### src/rtl/alu_arbiter_if.sv
// Request, response and ALU-side signals shared by the arbiter and its neighbours.
// No logic and no latency: the interface only carries wires.
// Flow control is valid/ready on the request and response channels; the ALU side has none.
interface alu_arbiter_if #(
    parameter int W = 4
);
    // requester 0 request channel
    logic         req0_valid;
    logic         req0_ready;
    logic [W-1:0] req0_a;
    logic [W-1:0] req0_b;
    logic [1:0]   req0_op;

    // requester 1 request channel
    logic         req1_valid;
    logic         req1_ready;
    logic [W-1:0] req1_a;
    logic [W-1:0] req1_b;
    logic [1:0]   req1_op;

    // response channels share one result bus, qualified per requester
    logic         rsp0_valid;
    logic         rsp0_ready;
    logic         rsp1_valid;
    logic         rsp1_ready;
    logic [W-1:0] rsp_result;

    // ALU datapath side
    logic [W-1:0] alu_a;
    logic [W-1:0] alu_b;
    logic [1:0]   alu_op;
    logic [W-1:0] alu_result;

    // arbiter side
    modport slave (
        input  req0_valid, req0_a, req0_b, req0_op,
        input  req1_valid, req1_a, req1_b, req1_op,
        output req0_ready, req1_ready,
        output rsp0_valid, rsp1_valid, rsp_result,
        input  rsp0_ready, rsp1_ready,
        output alu_a, alu_b, alu_op,
        input  alu_result
    );

    // requester / ALU side
    modport master (
        output req0_valid, req0_a, req0_b, req0_op,
        output req1_valid, req1_a, req1_b, req1_op,
        input  req0_ready, req1_ready,
        input  rsp0_valid, rsp1_valid, rsp_result,
        output rsp0_ready, rsp1_ready,
        input  alu_a, alu_b, alu_op,
        output alu_result
    );
endinterface

### src/rtl/alu_arbiter.sv
// Round-robin arbiter/sequencer giving two requesters turns on one registered-output ALU.
// Latency: accept edge T0 -> response valid after edge T0+2; one operation every 4 cycles at best.
// Backpressure: ready only in IDLE; a held response (rsp ready low) stalls all new acceptance.
module alu_arbiter #(
    parameter int W     = 4,
    parameter int CNT_W = 8
) (
    input  logic             clk,
    input  logic             rst,
    alu_arbiter_if.slave     bus,
    output logic             busy,
    output logic [CNT_W-1:0] op_count
);
    localparam logic [1:0] IDLE = 2'd0;
    localparam logic [1:0] EXEC = 2'd1;
    localparam logic [1:0] WAIT = 2'd2;
    localparam logic [1:0] RESP = 2'd3;

    logic [1:0]   state;
    logic         owner;
    logic         last_grant;
    logic         grant;
    logic         accept;
    logic         rsp_fire;

    logic [W-1:0] a_q;
    logic [W-1:0] b_q;
    logic [1:0]   op_q;
    logic [W-1:0] result_q;
    logic         rsp0_q;
    logic         rsp1_q;

    // Pick the single valid requester, or the one that did not win last time when both ask.
    always_comb begin
        grant = 1'b0;
        if (bus.req0_valid && bus.req1_valid) begin
            grant = ~last_grant;
        end else if (bus.req1_valid) begin
            grant = 1'b1;
        end
    end

    // grant always points at a valid requester when any is valid, so acceptance is just "IDLE and someone asks"
    assign accept   = (state == IDLE) && (bus.req0_valid || bus.req1_valid);
    assign rsp_fire = (state == RESP) && (owner ? bus.rsp1_ready : bus.rsp0_ready);

    assign bus.req0_ready = (state == IDLE) && !grant && bus.req0_valid;
    assign bus.req1_ready = (state == IDLE) &&  grant && bus.req1_valid;

    assign bus.alu_a      = a_q;
    assign bus.alu_b      = b_q;
    assign bus.alu_op     = op_q;
    assign bus.rsp_result = result_q;
    assign bus.rsp0_valid = rsp0_q;
    assign bus.rsp1_valid = rsp1_q;

    assign busy = (state != IDLE);

    // Sequencer: accept, let the ALU sample, capture, then hold the response until taken.
    always_ff @(posedge clk or posedge rst) begin
        if (rst) begin
            state      <= IDLE;
            owner      <= 1'b0;
            last_grant <= 1'b1;
        end else begin
            case (state)
                IDLE: begin
                    if (accept) begin
                        owner <= grant;
                        state <= EXEC;
                    end
                end
                EXEC: state <= WAIT;
                WAIT: state <= RESP;
                RESP: begin
                    if (rsp_fire) begin
                        last_grant <= owner;
                        state      <= IDLE;
                    end
                end
                default: state <= IDLE;
            endcase
        end
    end

    // Operand registers load only on the acceptance edge and otherwise keep feeding the ALU.
    always_ff @(posedge clk or posedge rst) begin
        if (rst) begin
            a_q  <= '0;
            b_q  <= '0;
            op_q <= '0;
        end else if (accept) begin
            a_q  <= grant ? bus.req1_a  : bus.req0_a;
            b_q  <= grant ? bus.req1_b  : bus.req0_b;
            op_q <= grant ? bus.req1_op : bus.req0_op;
        end
    end

    // Capture the ALU output one edge after it sampled the operands and flag the owner's response.
    always_ff @(posedge clk or posedge rst) begin
        if (rst) begin
            result_q <= '0;
            rsp0_q   <= 1'b0;
            rsp1_q   <= 1'b0;
        end else if (state == WAIT) begin
            result_q <= bus.alu_result;
            rsp0_q   <= ~owner;
            rsp1_q   <= owner;
        end else if (rsp_fire) begin
            rsp0_q   <= 1'b0;
            rsp1_q   <= 1'b0;
        end
    end

    // Count completed response handshakes; wraps naturally.
    always_ff @(posedge clk or posedge rst) begin
        if (rst) begin
            op_count <= '0;
        end else if (rsp_fire) begin
            op_count <= op_count + 1'b1;
        end
    end
endmodule
### src/flat_wrapper.sv
// flat-port wrapper written by rule: the top's interface ports become plain ports
module alu_arbiter_flat 
#(
    parameter int W     = 4,
    parameter int CNT_W = 8
)
  (clk, rst, busy, op_count, bus_req0_valid, bus_req0_a, bus_req0_b, bus_req0_op, bus_req1_valid, bus_req1_a, bus_req1_b, bus_req1_op, bus_req0_ready, bus_req1_ready, bus_rsp0_valid, bus_rsp1_valid, bus_rsp_result, bus_rsp0_ready, bus_rsp1_ready, bus_alu_a, bus_alu_b, bus_alu_op, bus_alu_result);
  alu_arbiter_if #(.W(W)) bus_i ();
  input  logic clk;
  input  logic rst;
  output logic busy;
  output logic [CNT_W-1:0] op_count;
  input wire logic [$bits(bus_i.req0_valid)-1:0] bus_req0_valid;
  input wire logic [$bits(bus_i.req0_a)-1:0] bus_req0_a;
  input wire logic [$bits(bus_i.req0_b)-1:0] bus_req0_b;
  input wire logic [$bits(bus_i.req0_op)-1:0] bus_req0_op;
  input wire logic [$bits(bus_i.req1_valid)-1:0] bus_req1_valid;
  input wire logic [$bits(bus_i.req1_a)-1:0] bus_req1_a;
  input wire logic [$bits(bus_i.req1_b)-1:0] bus_req1_b;
  input wire logic [$bits(bus_i.req1_op)-1:0] bus_req1_op;
  output wire logic [$bits(bus_i.req0_ready)-1:0] bus_req0_ready;
  output wire logic [$bits(bus_i.req1_ready)-1:0] bus_req1_ready;
  output wire logic [$bits(bus_i.rsp0_valid)-1:0] bus_rsp0_valid;
  output wire logic [$bits(bus_i.rsp1_valid)-1:0] bus_rsp1_valid;
  output wire logic [$bits(bus_i.rsp_result)-1:0] bus_rsp_result;
  input wire logic [$bits(bus_i.rsp0_ready)-1:0] bus_rsp0_ready;
  input wire logic [$bits(bus_i.rsp1_ready)-1:0] bus_rsp1_ready;
  output wire logic [$bits(bus_i.alu_a)-1:0] bus_alu_a;
  output wire logic [$bits(bus_i.alu_b)-1:0] bus_alu_b;
  output wire logic [$bits(bus_i.alu_op)-1:0] bus_alu_op;
  input wire logic [$bits(bus_i.alu_result)-1:0] bus_alu_result;
  assign bus_i.req0_valid = bus_req0_valid;
  assign bus_i.req0_a = bus_req0_a;
  assign bus_i.req0_b = bus_req0_b;
  assign bus_i.req0_op = bus_req0_op;
  assign bus_i.req1_valid = bus_req1_valid;
  assign bus_i.req1_a = bus_req1_a;
  assign bus_i.req1_b = bus_req1_b;
  assign bus_i.req1_op = bus_req1_op;
  assign bus_req0_ready = bus_i.req0_ready;
  assign bus_req1_ready = bus_i.req1_ready;
  assign bus_rsp0_valid = bus_i.rsp0_valid;
  assign bus_rsp1_valid = bus_i.rsp1_valid;
  assign bus_rsp_result = bus_i.rsp_result;
  assign bus_i.rsp0_ready = bus_rsp0_ready;
  assign bus_i.rsp1_ready = bus_rsp1_ready;
  assign bus_alu_a = bus_i.alu_a;
  assign bus_alu_b = bus_i.alu_b;
  assign bus_alu_op = bus_i.alu_op;
  assign bus_i.alu_result = bus_alu_result;
  alu_arbiter #(.W(W), .CNT_W(CNT_W)) u_core (.clk(clk), .rst(rst), .bus(bus_i), .busy(busy), .op_count(op_count));
endmodule
### config.mk
export PLATFORM = sky130hd
export DESIGN_NAME = alu_arbiter_flat
export DESIGN_NICKNAME = d
export VERILOG_FILES = /design/src/rtl/alu_arbiter_if.sv /design/src/rtl/alu_arbiter.sv /design/src/flat_wrapper.sv
export SDC_FILE = /design/constraint.sdc
export NUM_CORES = 1
export LEC_CHECK = 0
export CAP_MARGIN = 20
export CORE_UTILIZATION = 41
export DETAILED_ROUTE_END_ITERATION = 6
export GPL_ROUTABILITY_DRIVEN = 0
export GPL_TIMING_DRIVEN = 0
export PLACE_DENSITY = 0.78
export SLEW_MARGIN = 20
export SYNTH_ARGS = -nofsm -noshare
export SYNTH_HDL_FRONTEND = slang
export SYNTH_SLANG_ARGS = --single-unit
export TNS_END_PERCENT = 20
### constraint.sdc
create_clock -name clk -period 1.75 [get_ports clk]
set_input_delay 0.2625 -clock clk [delete_from_list [all_inputs] [get_ports clk]]
set_output_delay 0.2625 -clock clk [all_outputs]
set_load 0.1 [all_outputs]
==> parameters.txt, run 1 <==
Parameter                              Value

Status
  Run status    finished, final reports clean

Synthesis
  Synth Net Count    151
  Post-synth top flop    sky130_fd_sc_hd__dfrtp_1
  Number of instances in the synthesized netlist    approximately 120
  Sequential area share after synthesis    ~53%
  Top post-synthesis cells by area    sky130_fd_sc_hd__dfrtp_1, sky130_fd_sc_hd__mux2i_1, sky130_fd_sc_hd__o21ai_0
  Post-synth top area share    between 50% and 60%
  Synth Warn #    0
  Cell with the most instances after synthesis    sky130_fd_sc_hd__dfrtp_1
  Commonest cells post-synth    sky130_fd_sc_hd__dfrtp_1, sky130_fd_sc_hd__nand2_1, sky130_fd_sc_hd__o21ai_0
  Biggest area consumer among synthesized cells    sky130_fd_sc_hd__dfrtp_1
  Post-synthesis cell area    roughly 1300 um^2
  Number of distinct library cells after synthesis    29
  Post-synth EDFFs    0
  Share of async-settable or async-resettable flops after synthesis    100.0%
  Mean cell area of the mapped netlist    roughly 11 um^2
  Synth Register Bits    28

Route
  Initial DRC count    20
  Final routed wire length divided by cell count    roughly 13 um
  Number of vias per cell after detailed routing    4.814
  Via count of the routed design    between 1000 and 1500
  Post-DRT Antenna Nets    0
  Final routed wirelength across all metal layers    between 2000 and 3000 um
  Length of the first detailed-routing pass in iterations    4
  DRC    0

GRT
  Met2 layer usage reported by global route    between 30% and 40%
  Layer with the highest usage    met2
  Vias in the first global route    approximately 1100
  Antenna violations before repair    0
  Global routing usage summed across all routing layers    between 15 and 20%
  Global routing usage on met1    around 22%
  Global-route met3 utilization    between 5 and 6%
  Pin count of the biggest net entering global routing    29
  First-pass GRT wire length    4795 um
  Overall overflow remaining after global route    0

Timing
  Final number of hold-violating endpoints    0
  Count of pins over their slew limit    0
  Setup Skew    approximately 0.0032 ns
  Final Cycle Share    98.52%
  Unrepaired setup endpoints after global routing    true
  Fin crit period    roughly 1.7 ns
  Max Fclk    between 500 and 600 MHz
  Final count of negative-setup-slack endpoints    0
  Slew margin rel.    between 60% and 70%
  Slew at the pin closest to its max-slew limit    between 0.5 and 0.6 ns
  Fin Hold WS    a little under 0.3 ns

Floorplanning
  Die Height    ~59 um
  # IOs    between 50 and 60
  Initial Utilization    a little over two fifths
  Area of the core region    roughly 3100 um^2
  Core Rows    20
  Die boundary width    58.66 um
  Die Area    3441 um^2

Clock network
  Master cell of the clock root buffer    sky130_fd_sc_hd__clkbuf_4
  Clock sink total    28
  Clock slew seen by the registers of the worst setup and hold paths    roughly 0.15 ns
  Bufs on Longest Clock Path    2
  Level count of the clock H-tree    1
  Skew-Pair Late Insertion Delay    0.33 ns
  CTS tree    built
  Hold_buf cts    0
  Number of gates resized after cts    100
  Setup Buffers After CTS    0
  Number of CTS-inserted buffers    3

Place
  PortBufs    56
  Dpl hpwl    between 2000 and 2500 um

Finish
  Final core utilization    66.48%
  Share of layout cells above drive strength 1    25.99%
  Count of filler cells inserted in the layout    around 250
  Flip-flop and latch area    701.9 um^2
  Synthesis-to-layout area growth    54.18%
  Net total in the final layout    roughly 210
  ANT cells    0
  Area used by multi-input combinational logic    about 600 um^2

Worst setup path
  Crit start category    register
  Kind of critical path    register to output port
  Worst setup EP type    output port
  Worst endpoint data arrival time    1.46 ns
  Largest fanout on the critical path    10
  Data required time of the critical path    roughly 1.5 ns

Min path
  Min-Delay Path Class    input port to asynchronous set/reset pin

Flow run
  MaxCap Viol Count    0
## state kept, by name, summed over array words and instances, names as in the netlist, 2 cells and up
signal / count
u_core.bus.alu_a: 4
u_core.state: 2
u_core.op_count: 8
u_core.bus.rsp_result: 4
u_core.bus.alu_b: 4
u_core.bus.alu_op: 2
## metal layers
layer  vias up  part of all wire [%]
met5         -                     0
met4         0                   1.5
met3         4                   8.8
met2        44                    48
met1       497                    42
li1        519                     -
## cell usage in the layout, fill, tap and decap left out, drive strengths merged
cell type      netlist  layout
nor3b                1       1
nand4                1       1
nor2                 4       4
dfstp                1       1
a21oi                3       3
nor4b                2       2
nor3                 2       2
nand2b               1       1
nand2               15      15
a22o                 1       1
and2                 1       1
a21boi               1       1
xor2                 6       6
a21o                 1       1
o21ai               14      14
nand3                1       1
inv                  5       5
dfrtp               27      27
ha                   4       4
xnor2                1       1
a211oi               1       1
clkdlybuf4s50        0      29
clkbuf               4       9
mux2                 6       6
mux2i               12      12
clkdlybuf4s15        0      23
buf                  2       5
## metrics by stage
step	setup TNS (ns)	cells	setup slack, ns	instance area [um^2]
2_1_floorplan	-0.08241	117	-0.04146	1324
3_3_place_gp	-2.331	217	-0.8781	1939
3_5_place_dp	-2.479	217	-0.8955	1939
4_1_cts	-0.1166	221	-0.1166	2034
5_1_grt	-0.1322	221	-0.05594	2029
6_report	0	221	0.02596	2029
## kinds of logic after synthesis
| logic type | Yosys count | share of synthesized area [%] |
|---|---|---|
| AND/OR/NAND/NOR | 28 | 10.84 |
| XOR/XNOR | 7 | 4.658 |
| multiplexers | 18 | 14.54 |
| AO/OA/AOI/OAI | 21 | 8.840 |
| adder cells (fa/ha/maj) | 4 | 3.802 |
| flip-flops | 28 | 53.33 |
| buffers and inverters | 11 | 3.992 |
## worst paths after layout
check                                   start                  end  slack, ns  depth (start not counted)
max in group asynchronous                 rst   u_core.op_count[7]       1.08                          2
hold / removal                            rst  u_core.bus.alu_b[1]       0.30                          2
min in group clk           u_core.op_count[7]   u_core.op_count[7]       0.48                          1
setup / recovery            u_core.last_grant       bus_req0_ready       0.03                          4
hold reg to reg            u_core.op_count[7]   u_core.op_count[7]       0.48                          1
setup reg to reg              u_core.state[1]   u_core.op_count[5]       0.09                          5
## final cells by class
type	count	area share, %
inverter	5	0.9248
sequential	28	34.59
timing repair buffer	56	29.65
buffer	6	1.850
tap	44	2.713
clock buffer	4	1.295
multi-input combinational	78	28.98
## worst max-delay path: stages (launching register included)
cell	delay, ns
sky130_fd_sc_hd__dfstp_2	0.58
sky130_fd_sc_hd__a21boi_2	0.08
sky130_fd_sc_hd__buf_6	0.17
sky130_fd_sc_hd__nor2_4	0.12
sky130_fd_sc_hd__buf_12	0.18
Power of run 1 is left out: the tool's default activity adds up to more than one toggle a clock period on the data nets, which glitch-free logic cannot reach.
==> inputs of run 2 (changes only) <==
- GPL_ROUTABILITY_DRIVEN: 0 -> default
==> results of run 2 <==
The final DEF is identical to that of run 1; final timing and power are the same.
Power of run 2 is left out for the same reason.
